**src/rtl/boot_rom_copier_if.sv**
```systemverilog
// boot_rom_copier_if: boot ROM read port (CSN/A/Q) and RAM req/gnt write port of the copy engine.
interface boot_rom_copier_if #(
   parameter int ROM_AW = 10,
   parameter int MEM_AW = 16
);
   logic              rom_csn_o;
   logic [ROM_AW-1:0] rom_a_o;
   logic [31:0]       rom_q_i;
   logic              mem_req_o;
   logic              mem_we_o;
   logic [MEM_AW-1:0] mem_addr_o;
   logic [31:0]       mem_wdata_o;
   logic [3:0]        mem_be_o;
   logic              mem_gnt_i;
   modport master (
      output rom_csn_o, rom_a_o, mem_req_o, mem_we_o, mem_addr_o, mem_wdata_o, mem_be_o,
      input  rom_q_i, mem_gnt_i
   );
   modport slave (
      input  rom_csn_o, rom_a_o, mem_req_o, mem_we_o, mem_addr_o, mem_wdata_o, mem_be_o,
      output rom_q_i, mem_gnt_i
   );
endinterface

```
**src/rtl/boot_rom_copier.sv**
```systemverilog
// boot_rom_copier: streams a block of words from the boot ROM into RAM, summing them on the way.
module boot_rom_copier #(
   parameter int ROM_AW = 10,
   parameter int MEM_AW = 16
) (
   input  logic              CLK,
   input  logic              RSTN,
   input  logic              start_i,
   input  logic [ROM_AW-1:0] src_base_i,
   input  logic [MEM_AW-1:0] dst_base_i,
   input  logic [ROM_AW:0]   len_i,
   output logic              busy_o,
   output logic              done_o,
   output logic [31:0]       checksum_o,
   boot_rom_copier_if.master bus
);
   localparam logic [1:0] IDLE  = 2'd0;
   localparam logic [1:0] READ  = 2'd1;
   localparam logic [1:0] WRITE = 2'd2;
   localparam logic [1:0] DONE  = 2'd3;

   logic [1:0]        state_q, state_d;
   logic [ROM_AW-1:0] src_q, src_d;
   logic [MEM_AW-1:0] dst_q, dst_d;
   logic [ROM_AW:0]   rem_q, rem_d;
   logic [31:0]       sum_q, sum_d;
   logic              accept, go, fire, last, rd;

   always_comb begin
      accept  = state_q == IDLE && start_i;
      go      = accept && len_i != '0;
      fire    = state_q == WRITE && bus.mem_gnt_i;
      last    = rem_q == (ROM_AW+1)'(1);
      // the next word is fetched while the current one is granted, so ROM Q stays put during stalls
      rd      = state_q == READ || (fire && !last);
      state_d = accept ? (go ? READ : DONE) :
                state_q == READ ? WRITE :
                fire && last ? DONE :
                state_q == DONE ? IDLE : state_q;
      src_d   = go ? src_base_i : rd ? src_q + 1'b1 : src_q;
      dst_d   = go ? dst_base_i : fire ? dst_q + 1'b1 : dst_q;
      rem_d   = go ? len_i : fire ? rem_q - 1'b1 : rem_q;
      sum_d   = accept ? '0 : fire ? sum_q + bus.rom_q_i : sum_q;
   end

   always_ff @(posedge CLK or negedge RSTN) begin
      if (!RSTN) begin
         state_q <= IDLE;
         src_q   <= '0;
         dst_q   <= '0;
         rem_q   <= '0;
         sum_q   <= '0;
      end else begin
         state_q <= state_d;
         src_q   <= src_d;
         dst_q   <= dst_d;
         rem_q   <= rem_d;
         sum_q   <= sum_d;
      end
   end

   assign busy_o          = state_q == READ || state_q == WRITE;
   assign done_o          = state_q == DONE;
   assign checksum_o      = sum_q;
   assign bus.rom_csn_o   = !rd;
   assign bus.rom_a_o     = src_q;
   assign bus.mem_req_o   = state_q == WRITE;
   assign bus.mem_we_o    = bus.mem_req_o;
   assign bus.mem_addr_o  = dst_q;
   assign bus.mem_wdata_o = bus.rom_q_i;
   assign bus.mem_be_o    = bus.mem_req_o ? 4'hF : 4'h0;
endmodule

```
**src/flat_wrapper.sv**
```systemverilog
// flat-port wrapper written by rule: the top's interface ports become plain ports
module boot_rom_copier_flat 
#(
   parameter int ROM_AW = 10,
   parameter int MEM_AW = 16
)
  (CLK, RSTN, start_i, src_base_i, dst_base_i, len_i, busy_o, done_o, checksum_o, bus_rom_csn_o, bus_rom_a_o, bus_mem_req_o, bus_mem_we_o, bus_mem_addr_o, bus_mem_wdata_o, bus_mem_be_o, bus_rom_q_i, bus_mem_gnt_i);
  boot_rom_copier_if #(.ROM_AW(ROM_AW), .MEM_AW(MEM_AW)) bus_i ();
  input  logic CLK;
  input  logic RSTN;
  input  logic start_i;
  input  logic [ROM_AW-1:0] src_base_i;
  input  logic [MEM_AW-1:0] dst_base_i;
  input  logic [ROM_AW:0] len_i;
  output logic busy_o;
  output logic done_o;
  output logic [31:0] checksum_o;
  output wire logic [$bits(bus_i.rom_csn_o)-1:0] bus_rom_csn_o;
  output wire logic [$bits(bus_i.rom_a_o)-1:0] bus_rom_a_o;
  output wire logic [$bits(bus_i.mem_req_o)-1:0] bus_mem_req_o;
  output wire logic [$bits(bus_i.mem_we_o)-1:0] bus_mem_we_o;
  output wire logic [$bits(bus_i.mem_addr_o)-1:0] bus_mem_addr_o;
  output wire logic [$bits(bus_i.mem_wdata_o)-1:0] bus_mem_wdata_o;
  output wire logic [$bits(bus_i.mem_be_o)-1:0] bus_mem_be_o;
  input wire logic [$bits(bus_i.rom_q_i)-1:0] bus_rom_q_i;
  input wire logic [$bits(bus_i.mem_gnt_i)-1:0] bus_mem_gnt_i;
  assign bus_rom_csn_o = bus_i.rom_csn_o;
  assign bus_rom_a_o = bus_i.rom_a_o;
  assign bus_mem_req_o = bus_i.mem_req_o;
  assign bus_mem_we_o = bus_i.mem_we_o;
  assign bus_mem_addr_o = bus_i.mem_addr_o;
  assign bus_mem_wdata_o = bus_i.mem_wdata_o;
  assign bus_mem_be_o = bus_i.mem_be_o;
  assign bus_i.rom_q_i = bus_rom_q_i;
  assign bus_i.mem_gnt_i = bus_mem_gnt_i;
  boot_rom_copier #(.ROM_AW(ROM_AW), .MEM_AW(MEM_AW)) u_core (.CLK(CLK), .RSTN(RSTN), .start_i(start_i), .src_base_i(src_base_i), .dst_base_i(dst_base_i), .len_i(len_i), .busy_o(busy_o), .done_o(done_o), .checksum_o(checksum_o), .bus(bus_i));
endmodule
```
**config.mk**
```make
export PLATFORM = sky130hd
export DESIGN_NAME = boot_rom_copier_flat
export DESIGN_NICKNAME = d
export VERILOG_FILES = /design/src/rtl/boot_rom_copier_if.sv /design/src/rtl/boot_rom_copier.sv /design/src/flat_wrapper.sv
export SDC_FILE = /design/constraint.sdc
export NUM_CORES = 1
export LEC_CHECK = 0
export BUFFER_PORTS_ARGS = -buffer_cell sky130_fd_sc_hd__clkbuf_2
export CAP_MARGIN = 5
export CORE_UTILIZATION = 50
export CTS_CLUSTER_DIAMETER = 40
export DETAILED_ROUTE_END_ITERATION = 6
export PLACE_DENSITY = 0.83
export SYNTH_ARGS = -nofsm -noshare
export SYNTH_HDL_FRONTEND = slang
export SYNTH_SLANG_ARGS = --single-unit
```
**constraint.sdc**
```tcl
create_clock -name CLK -period 4.04 [get_ports CLK]
set_input_delay 0.606 -clock CLK [delete_from_list [all_inputs] [get_ports CLK]]
set_output_delay 0.606 -clock CLK [all_outputs]
set_load 0.1 [all_outputs]
```
==> results.sh <==
export IMPL_synth_flop_cell="dfrtp_1"
export IMPL_outcome="completed"
export IMPL_die_height_um=104
export IMPL_core_region_area_sq_um=10200
export IMPL_place_gp_congestion=0.925
export IMPL_core_rowCount=37
export IMPL_cp_max_fo=5
export IMPL_wire_length_of_the_first_global_routing_pass_um=22500
export IMPL_synthCells=636
export IMPL_firstDrtPassIters=5
export IMPL_drt_met1_wl_um=5810
export IMPL_grt_pass1_vias=4897
export IMPL_slew_violations=0
export IMPL_diodes_inserted=0
export IMPL_drc=0
export IMPL_crit_path_cell_trace="or4_4 -> or4_4 -> or4b_4 -> a21o_4 -> clkinv_2 -> clkbuf_2"
export IMPL_hold_violations=0
export IMPL_totalNegativeSetupSlack_ns=0
export IMPL_crit_path_top_delay_cell="or4_4"
export IMPL_hold_buffers=0
export IMPL_clk_latency_ns=0.36
export IMPL_drt_wl_total_um=13400
export IMPL_worst_setup_path_type="reg2out"
export IMPL_tritoncts="done"
export IMPL_path_delay_family="simple AND/OR/NAND/NOR gates"
export IMPL_synthDominantAreaCellType="dfrtp_1"
export IMPL_syn_avg_cell_area_sq_um=8.26
export IMPL_worst_slew_margin_rel_pct=46.1
export IMPL_area_of_the_die_sq_um=10900
export IMPL_tightest_slew_ns=0.808
export IMPL_final_setup_skew_ns=0.0121
export IMPL_antenna_found_initial=0
export IMPL_synth_compound_gate_area_share_pct=19.4
export IMPL_main_combinational_cell_family_by_area_after_synthesis="compound AO/OA/AOI/OAI gates"
export IMPL_drv_max_cap_violation_count=0
export IMPL_synthToLayoutAreaGrowth_pct=17.6
export IMPL_postSynthNetCount=749
export IMPL_start_util_pct=51.3
export IMPL_clock_path_buffers=2
export IMPL_timing_critical_path_slowest_cell_delay_ns=0.56
export IMPL_synth_edff_count=0
export IMPL_globalRouteTotalUtil_pct=25.4
export IMPL_synthArstFlopShare_pct=100
export IMPL_detail_route_vias_per_cell=5.60
export IMPL_topRoutingLayerUsed="met4"
export IMPL_final_min_clock_period_ns=3.70
export IMPL_upper_clock_frequency_limit_mhz=270
export IMPL_layout_drive_gt1_share_pct=26.3
export IMPL_timing_critical_path_required_ns=3.43
export IMPL_antenna_left=0
export IMPL_chipWidth_um=104
export IMPL_nets=874
export IMPL_critPathLaunchType="flip-flop"
export IMPL_report_final_setup_viol=0
export IMPL_grt_setup_unrepaired="no"
export IMPL_routedWlPerCell_um=14.9
export IMPL_numPortBuffers=171
export IMPL_adder_cell_fraction_of_synth_area_pct=9.67
export IMPL_cp_end_kind="output port"
export IMPL_post_synth_num_cell_types=50
export IMPL_min_path_type="in2async"
export IMPL_synth_top_cells_by_area="dfrtp_1 34%, ha_1 9.3%, nand2_1 7.9%"
export IMPL_yosysWarningCount=0
export IMPL_cts_htree_levels=3
export IMPL_met3RoutedLength_um=724
export IMPL_pin_count=172
export IMPL_crit_top_cell="or4_4"
export IMPL_post_cts_setup_buffer_count=0
export IMPL_cts_sink_count=71
export IMPL_cp_arrival_ns=3.09
export IMPL_post_synth_mux_area_share_pct=0.381
export IMPL_cts_inserted_buffers=9
export IMPL_hpwl_um=10300
export IMPL_timing_final_crit_share_pct=91.5
export IMPL_sequential_element_share_of_the_synthesized_area_pct=33.8
export IMPL_cts_repair_resized=0
export IMPL_drt_initial_drc_count=269
export IMPL_synth_ff_latch_count=71
export IMPL_dr_wl_met2_um=6530
export IMPL_clock_root_buffer="clkbuf_8"
export IMPL_routed_via_count=5050
export IMPL_path_clk_slew_ns=0.07
export IMPL_maximum_number_of_pins_on_one_net_before_global_route_repair=73
export IMPL_global_route_overflow_total=0
export IMPL_synth_area_sq_um=5250
export IMPL_synthXorXnorAreaFrac_pct=10.3
export IMPL_critical_path_n_buffers_inverters=2
export IMPL_synth_top_area_share_pct=33.8
export IMPL_synthSimpleGateAreaFrac_pct=18.1
==> logic make-up after synthesis <==
| group | Yosys count |
|---|---|
| AOI/OAI and AO/OA | 176 |
| xor gates and xnor gates | 62 |
| adders and majority gates | 40 |
| buffers and inverters | 78 |
| DFF | 71 |
| muxes | 2 |
| and+or+nand+nor | 207 |
==> final timing paths <==
check	slack (ns)	end	depth (start not counted)	from
max	0.34	bus_rom_csn_o	6	u_core.rem_q[5]
min	0.34	u_core.checksum_o[13]	1	RSTN
max reg2reg	0.60	u_core.checksum_o[30]	11	u_core.checksum_o[0]
min reg2reg	0.55	u_core.checksum_o[21]	1	u_core.checksum_o[21]
max in group asynchronous	2.70	u_core.checksum_o[11]	2	RSTN
min in group CLK	0.45	u_core.bus.mem_addr_o[14]	3	dst_base_i[14]
==> layout make-up <==
cell class,count,area (sq um)
Clock buffer,12,145
Clock inverter,3,67.6
Fill cell,926,4060
Inverter,15,57.6
Multi-Input combinational cell,487,3060
Sequential cell,71,1780
Tap cell,136,170
Timing Repair Buffer,177,901
==> cell usage in the layout, fill, tap and decap left out, types with 11 or more instances in the layout <==
master / netlist / final
clkbuf_2: 0 / 170
nand2_1: 110 / 110
dfrtp_1: 71 / 71
o21ai_0: 63 / 63
a21oi_1: 58 / 58
ha_1: 39 / 39
xnor2_1: 37 / 37
nor2_1: 32 / 32
xor2_1: 25 / 25
inv_1: 14 / 14
nand3_1: 13 / 13
a211oi_1: 11 / 11
==> state kept, by name (all words and copies together), names as in the netlist <==
signal	count
u_core.bus.mem_addr_o	16
u_core.bus.rom_a_o	10
u_core.state_q	2
u_core.checksum_o	32
u_core.rem_q	11
==> metal layers <==
metal / track usage [%] / vias up
met5: 0 / -
met4: 11.0 / 0
met3: 3.95 / 39
met2: 42.9 / 219
met1: 32.2 / 2351
li1: - / 2441
==> synthesized netlist by cell type, types with 2 or more instances <==
cell type	n
or4_4	2
o22ai_1	2
nand2b_1	3
nor2b_1	2
and3_1	8
ha_1	39
a21oi_1	58
mux2i_1	2
nor2_1	32
clkbuf_1	25
dfrtp_1	71
and4_1	3
nor3_1	9
xor2_1	25
a31o_2	2
nand2_1	110
a22o_1	3
a31oi_1	7
a21boi_0	2
o21ai_0	63
o21bai_1	3
xnor2_1	37
buf_4	37
a211oi_1	11
and2_1	5
nand3_1	13
nand4_1	10
a21o_1	10
inv_1	14
nor4_1	4
o21ai_1	4
o31ai_1	2
==> per-stage QoR <==
step | worst slack, ns | utilization, % | instance area [sq um] | instances | hold slack [ns]
2_1_floorplan | 0.457 | - | 5250 | 636 | 0.310
3_3_place_gp | 0.387 | 58.3 | 5960 | 886 | 0.529
3_5_place_dp | 0.323 | 58.3 | 5960 | 886 | 0.537
4_1_cts | 0.335 | 60.4 | 6170 | 901 | 0.358
5_1_grt | 0.273 | 60.4 | 6170 | 901 | 0.405
6_report | 0.343 | 60.4 | 6170 | 901 | 0.340
Power is left out: the tool's default activity adds up to more than one toggle a clock period on the data nets, which glitch-free logic cannot reach.
